**src/rtl/syscall_unit.sv**
```systemverilog
// SYSCALL executor: decodes the service code, runs the console valid/ready handshake, stalls the PC until done.
// Optional handshake timeout is enabled by defining SYSCALL_TIMEOUT_EN.
module syscall_unit #(
  parameter int SYS_OP_W       = 32,
  parameter int TIMEOUT_CYCLES = 1024
) (
  input  logic                clk,
  input  logic                rst_n,
  input  logic                syscall,
  input  logic [SYS_OP_W-1:0] sys_op,
  input  logic [31:0]         arg,
  output logic                stall,
  output logic                out_valid,
  input  logic                out_ready,
  output logic [31:0]         out_data,
  output logic                out_is_char,
  input  logic                in_valid,
  output logic                in_ready,
  input  logic [31:0]         in_data,
  output logic                wb_en,
  output logic [31:0]         wb_data,
  output logic                exited,
  output logic                err
);

  localparam logic [SYS_OP_W-1:0] SYS_PRINT_INT  = SYS_OP_W'(1);
  localparam logic [SYS_OP_W-1:0] SYS_INPUT_INT  = SYS_OP_W'(5);
  localparam logic [SYS_OP_W-1:0] SYS_EXIT       = SYS_OP_W'(10);
  localparam logic [SYS_OP_W-1:0] SYS_PRINT_CHAR = SYS_OP_W'(11);

  typedef enum logic [2:0] {
    IDLE     = 3'd0,
    OUT_WAIT = 3'd1,
    IN_WAIT  = 3'd2,
    DONE     = 3'd3,
    HALTED   = 3'd4
  } state_t;

  state_t      state_reg, state_next;
  logic [31:0] out_data_reg, out_data_next;
  logic        out_is_char_reg, out_is_char_next;
  logic [31:0] wb_data_reg, wb_data_next;
  logic        is_read_reg, is_read_next;
  logic        err_reg, err_next;

`ifdef SYSCALL_TIMEOUT_EN
  localparam int CNT_W = $clog2(TIMEOUT_CYCLES) + 1;
  logic [CNT_W-1:0] count_reg, count_next;
  logic             timeout;

  assign timeout = (count_reg == CNT_W'(TIMEOUT_CYCLES - 1));
`endif

  always_comb begin
    state_next       = state_reg;
    out_data_next    = out_data_reg;
    out_is_char_next = out_is_char_reg;
    wb_data_next     = wb_data_reg;
    is_read_next     = is_read_reg;
    err_next         = err_reg;
`ifdef SYSCALL_TIMEOUT_EN
    count_next       = count_reg;
`endif
    case (state_reg)
      IDLE: begin
        if (syscall) begin
          is_read_next = 1'b0;
`ifdef SYSCALL_TIMEOUT_EN
          count_next   = '0;
`endif
          if (sys_op == SYS_PRINT_INT || sys_op == SYS_PRINT_CHAR) begin
            out_data_next    = arg;
            out_is_char_next = (sys_op == SYS_PRINT_CHAR);
            state_next       = OUT_WAIT;
          end else if (sys_op == SYS_INPUT_INT) begin
            is_read_next = 1'b1;
            state_next   = IN_WAIT;
          end else if (sys_op == SYS_EXIT) begin
            state_next = HALTED;
          end else begin
            err_next   = 1'b1;
            state_next = DONE;
          end
        end
      end
      OUT_WAIT: begin
        if (out_ready) begin
          state_next = DONE;
        end
`ifdef SYSCALL_TIMEOUT_EN
        else if (timeout) begin
          err_next   = 1'b1;
          state_next = DONE;
        end else begin
          count_next = count_reg + 1'b1;
        end
`endif
      end
      IN_WAIT: begin
        if (in_valid) begin
          wb_data_next = in_data;
          state_next   = DONE;
        end
`ifdef SYSCALL_TIMEOUT_EN
        else if (timeout) begin
          // A timed-out read still commits, so $v0 gets a defined 0
          wb_data_next = '0;
          err_next     = 1'b1;
          state_next   = DONE;
        end else begin
          count_next = count_reg + 1'b1;
        end
`endif
      end
      DONE:    state_next = IDLE;
      HALTED:  state_next = HALTED;
      default: state_next = IDLE;
    endcase
  end

  always_ff @(posedge clk or negedge rst_n) begin
    if (!rst_n) begin
      state_reg       <= IDLE;
      out_data_reg    <= '0;
      out_is_char_reg <= 1'b0;
      wb_data_reg     <= '0;
      is_read_reg     <= 1'b0;
      err_reg         <= 1'b0;
`ifdef SYSCALL_TIMEOUT_EN
      count_reg       <= '0;
`endif
    end else begin
      state_reg       <= state_next;
      out_data_reg    <= out_data_next;
      out_is_char_reg <= out_is_char_next;
      wb_data_reg     <= wb_data_next;
      is_read_reg     <= is_read_next;
      err_reg         <= err_next;
`ifdef SYSCALL_TIMEOUT_EN
      count_reg       <= count_next;
`endif
    end
  end

  // rst_n gates the IDLE stall path so reset drops stall even while syscall is held
  assign stall = rst_n && ((state_reg == IDLE) ? syscall
                         : (state_reg == OUT_WAIT || state_reg == IN_WAIT || state_reg == HALTED));
  assign out_valid   = (state_reg == OUT_WAIT);
  assign in_ready    = (state_reg == IN_WAIT);
  assign wb_en       = (state_reg == DONE) && is_read_reg;
  assign exited      = (state_reg == HALTED);
  assign out_data    = out_data_reg;
  assign out_is_char = out_is_char_reg;
  assign wb_data     = wb_data_reg;
  assign err         = err_reg;

endmodule
```
**config.mk**
```make
export PLATFORM = sky130hd
export DESIGN_NAME = syscall_unit
export DESIGN_NICKNAME = d
export VERILOG_FILES = /design/src/rtl/syscall_unit.sv
export SDC_FILE = /design/constraint.sdc
export NUM_CORES = 1
export LEC_CHECK = 0
export BUFFER_PORTS_ARGS = -buffer_cell sky130_fd_sc_hd__buf_2
export CORE_AREA = 2 2 76 92
export DETAILED_ROUTE_END_ITERATION = 8
export DIE_AREA = 0 0 78 94
export PLACE_DENSITY = 0.87
export SETUP_SLACK_MARGIN = 0.3
export SLEW_MARGIN = 20
export SYNTH_ARGS = -nofsm -noshare
export SYNTH_HDL_FRONTEND = slang
export SYNTH_SLANG_ARGS = --single-unit
```
**constraint.sdc**
```tcl
create_clock -name clk -period 4.95 [get_ports clk]
set_input_delay 0.2475 -clock clk [delete_from_list [all_inputs] [get_ports clk]]
set_output_delay 0.2475 -clock clk [all_outputs]
set_load 0.005 [all_outputs]
```
==> flow_summary.ini <==
[global_route]
grt.total_usage = 0.176
grt_pass1_vias = 2198
grt_max_degree = 72
grt_pass1_wl_um = 9810
globalRoute.totalOverflow = 0
antenna_violations_before_repair = 0

[clock_network]
cts_root_buffer = sky130_fd_sc_hd__clkbuf_8
cts-htree-levels = 3
insertion_delay_ns = 0.33
clock_tree.buffer_depth = 2
cts.reportedPaths.clkPinSlew_ns = 0.07
post_cts_hold_buffer_count = 0
cts_inserted_buffers = 9
cts.sinks = 70
cts_setup_buffers = 0
tritoncts_clock_tree = done
cts_repair_resize_count = 0

[synth]
ys_seq_elements = 70
postSynthNetCount = 300
synth_largest_area_cell = sky130_fd_sc_hd__dfrtp_1
yosysSeqAreaShare = 0.609
postSynthCellCount = 199
yosys.area.top_type_share = 0.609
mappedNetlistArea_sq_um = 2880
postSynthAreaPerCell_sq_um = 14.4
post_synth_num_cell_types = 32
synth-warning-count = 0
synthTopCellsByArea = sky130_fd_sc_hd__dfrtp_1 61%, sky130_fd_sc_hd__mux2_2 24%, sky130_fd_sc_hd__nor4_1 1.7%

[die]
die_area_sq_um = 7330
rows = 32
core_region_area_sq_um = 6410
die_y_extent_um = 94
effective_utilization_at_floorplan = 0.449
floorplan.die.width_um = 78
io_pins = 172

[place]
place.detailed.hpwl_um = 4970
port_buffers = 171
placement.setup.worst_slack_ns = 2.65
routabilityCongestion = 0.766
place_inst = 449

[sta]
timing.max_slew.rel_slack = 0.442
finalSetupViolations = 0
min_period_ns = 2.06
max_freq_mhz = 485
final.setup_skew_ns = 0.0122
total_negative_setup_slack_ns = 0
min_period_over_period = 0.417
final-hold-violation-count = 0
fin_worst_hold_slack_ns = 0.113
slew_violations = 0
rsz_0062_raised_after_global_routing = false
post-route-worst-setup-slack_ns = 2.89
max_slew.worst_pin.slew_ns = 0.837

[cells_and_area]
antenna_cells_inserted = 0
finalNetCount = 476
final_non_filler_cells = 464
layout-drive-gt1-share = 0.665
area_delta_synth_final_pct = 38.6

[min_path]
hold_path_class = in2async

[drt]
viasPerCell = 4.85
detail_route.drc_violations = 0
dr.first_iter.drc_count = 45
wl_per_cell_um = 14.0
drt-total-wl_um = 6480
detailroute.via_count = 2249
detail_route.first_pass.iterations = 4
antenna_left = 0

[flow_run]
max-cap-violations = 0

[setup_path]
critical_path_peak_fanout = 32
worstSetupEndpointType = flop
crit_required_ns = 5.16
setup.worst_path.class = reg2reg
r2r_slack_ns = 2.89
worst_setup_path_start_kind = flop
arrival_ns = 2.27

[power_and_ir_drop]
worst_ir_drop_vdd_mv = 0.179
power-per-cell-area_nw_per_um2 = 425
power.static_leakage_nw = 2.15
total_power_mw = 1.69

[outcome]
status = finished, final reports clean
## placed cells by master (no fill, tap or decap)
master / count
sky130_fd_sc_hd__nand4_1: 1
sky130_fd_sc_hd__a21oi_1: 1
sky130_fd_sc_hd__clkinv_4: 1
sky130_fd_sc_hd__clkbuf_8: 9
sky130_fd_sc_hd__and2_1: 1
sky130_fd_sc_hd__nand2b_1: 2
sky130_fd_sc_hd__clkbuf_1: 2
sky130_fd_sc_hd__buf_4: 3
sky130_fd_sc_hd__o22a_1: 1
sky130_fd_sc_hd__nand2_1: 8
sky130_fd_sc_hd__mux2_1: 2
sky130_fd_sc_hd__nand3_1: 2
sky130_fd_sc_hd__nor4_1: 8
sky130_fd_sc_hd__a311oi_1: 2
sky130_fd_sc_hd__o41ai_1: 1
sky130_fd_sc_hd__nor4_4: 1
sky130_fd_sc_hd__dfrtp_1: 70
sky130_fd_sc_hd__o21a_1: 1
sky130_fd_sc_hd__mux2_2: 62
sky130_fd_sc_hd__and3b_1: 1
sky130_fd_sc_hd__buf_2: 171
sky130_fd_sc_hd__bufinv_16: 1
sky130_fd_sc_hd__nor3_2: 1
sky130_fd_sc_hd__nor2_1: 8
sky130_fd_sc_hd__o21ai_0: 1
sky130_fd_sc_hd__clkinv_2: 2
sky130_fd_sc_hd__nor3_1: 2
sky130_fd_sc_hd__and4b_1: 1
sky130_fd_sc_hd__o21bai_1: 1
sky130_fd_sc_hd__o31ai_1: 2
sky130_fd_sc_hd__and4_1: 1
sky130_fd_sc_hd__xnor2_1: 1
sky130_fd_sc_hd__or2_2: 1
sky130_fd_sc_hd__nor3b_1: 2
sky130_fd_sc_hd__inv_1: 2
sky130_fd_sc_hd__a31oi_1: 1
sky130_fd_sc_hd__nand3b_1: 2
## cells in the mapped netlist
library cell                n
sky130_fd_sc_hd__o21bai_1   1
sky130_fd_sc_hd__o41ai_1    1
sky130_fd_sc_hd__nand2b_1   2
sky130_fd_sc_hd__nor2_1     8
sky130_fd_sc_hd__o22a_1     1
sky130_fd_sc_hd__o21ai_0    1
sky130_fd_sc_hd__buf_6      3
sky130_fd_sc_hd__nand2_1    8
sky130_fd_sc_hd__or2_2      1
sky130_fd_sc_hd__buf_2      3
sky130_fd_sc_hd__xnor2_1    1
sky130_fd_sc_hd__dfrtp_1   70
sky130_fd_sc_hd__mux2_1     2
sky130_fd_sc_hd__inv_1      2
sky130_fd_sc_hd__and3b_1    1
sky130_fd_sc_hd__nor4_4     1
sky130_fd_sc_hd__nand4_1    1
sky130_fd_sc_hd__nor4_1     8
sky130_fd_sc_hd__and4b_1    1
sky130_fd_sc_hd__a31oi_1    1
sky130_fd_sc_hd__o21a_1     1
sky130_fd_sc_hd__nand3_1    2
sky130_fd_sc_hd__mux2_2    62
sky130_fd_sc_hd__clkbuf_1   3
sky130_fd_sc_hd__and4_1     1
sky130_fd_sc_hd__nand3b_1   2
sky130_fd_sc_hd__o31ai_1    2
sky130_fd_sc_hd__and2_1     1
sky130_fd_sc_hd__nor3_1     3
sky130_fd_sc_hd__nor3b_1    2
sky130_fd_sc_hd__a21oi_1    1
sky130_fd_sc_hd__a311oi_1   2
## routing by layer
| metal | wire (um) | track usage | up-vias |
|---|---|---|---|
| li1 | - | - | 1071 |
| met1 | 2590 | 0.204 | 1052 |
| met2 | 3340 | 0.313 | 114 |
| met3 | 420 | 0.0279 | 12 |
| met4 | 128 | 0.0921 | 0 |
| met5 | 0 | 0 | - |
## stage by stage
stage,utilization,cell area [sq um]
floorplan,-,2880
global placement,0.594,3800
detailed placement,0.594,3800
CTS,0.622,3990
global route,0.622,3990
finish,0.622,3990
## area by class of cell
class | instances | area [sq um]
fill | 537 | 2420
clock buffer | 11 | 131
inverter | 2 | 7.51
multi-input combinational | 118 | 1060
tap | 85 | 106
timing repair buffer | 174 | 878
clock inverter | 4 | 48.8
sequential | 70 | 1750
## cells by family (layout without fill, tap and decap cells)
kind of cell / Yosys count / in the layout / synth area share
simple gates: 42 / 42 / 0.0853
compound gates: 11 / 11 / 0.0283
buf+inv: 11 / 191 / 0.0235
mux: 64 / 64 / 0.251
flops: 70 / 70 / 0.609
xor+xnor: 1 / 1 / 0.00305
## path summary, 6_finish.rpt
check                                    startpoint                       end  cells past startpoint
hold reg to reg             is_read_reg$_DFFE_PN0P_   is_read_reg$_DFFE_PN0P_                      2
setup / recovery           state_reg[0]$_DFFE_PN0P_  out_data[30]$_DFFE_PN0P_                      5
min in group clk                             arg[2]   out_data[2]$_DFFE_PN0P_                      2
hold / removal                                rst_n    wb_data[0]$_DFFE_PN0P_                      2
setup reg to reg           state_reg[0]$_DFFE_PN0P_  out_data[30]$_DFFE_PN0P_                      5
max in group asynchronous                     rst_n  out_data[30]$_DFFE_PN0P_                      2
## critical path: stages (launching register included)
cell and delay (ns):
sky130_fd_sc_hd__dfrtp_1 0.49, sky130_fd_sc_hd__nor2_1 0.17, sky130_fd_sc_hd__nand3_1 0.26, sky130_fd_sc_hd__nor4_4 0.21, sky130_fd_sc_hd__buf_4 0.41, sky130_fd_sc_hd__mux2_2 0.39
## power by group
part           leakage (nW)  internal [mW]  switching, mW
Sequential            0.900          0.715         0.0821
Clock                0.0931          0.230          0.193
Combinational          1.16          0.279          0.193
Total                  2.15           1.22          0.468
No activity file was read; power rests on OpenSTA's default activity.
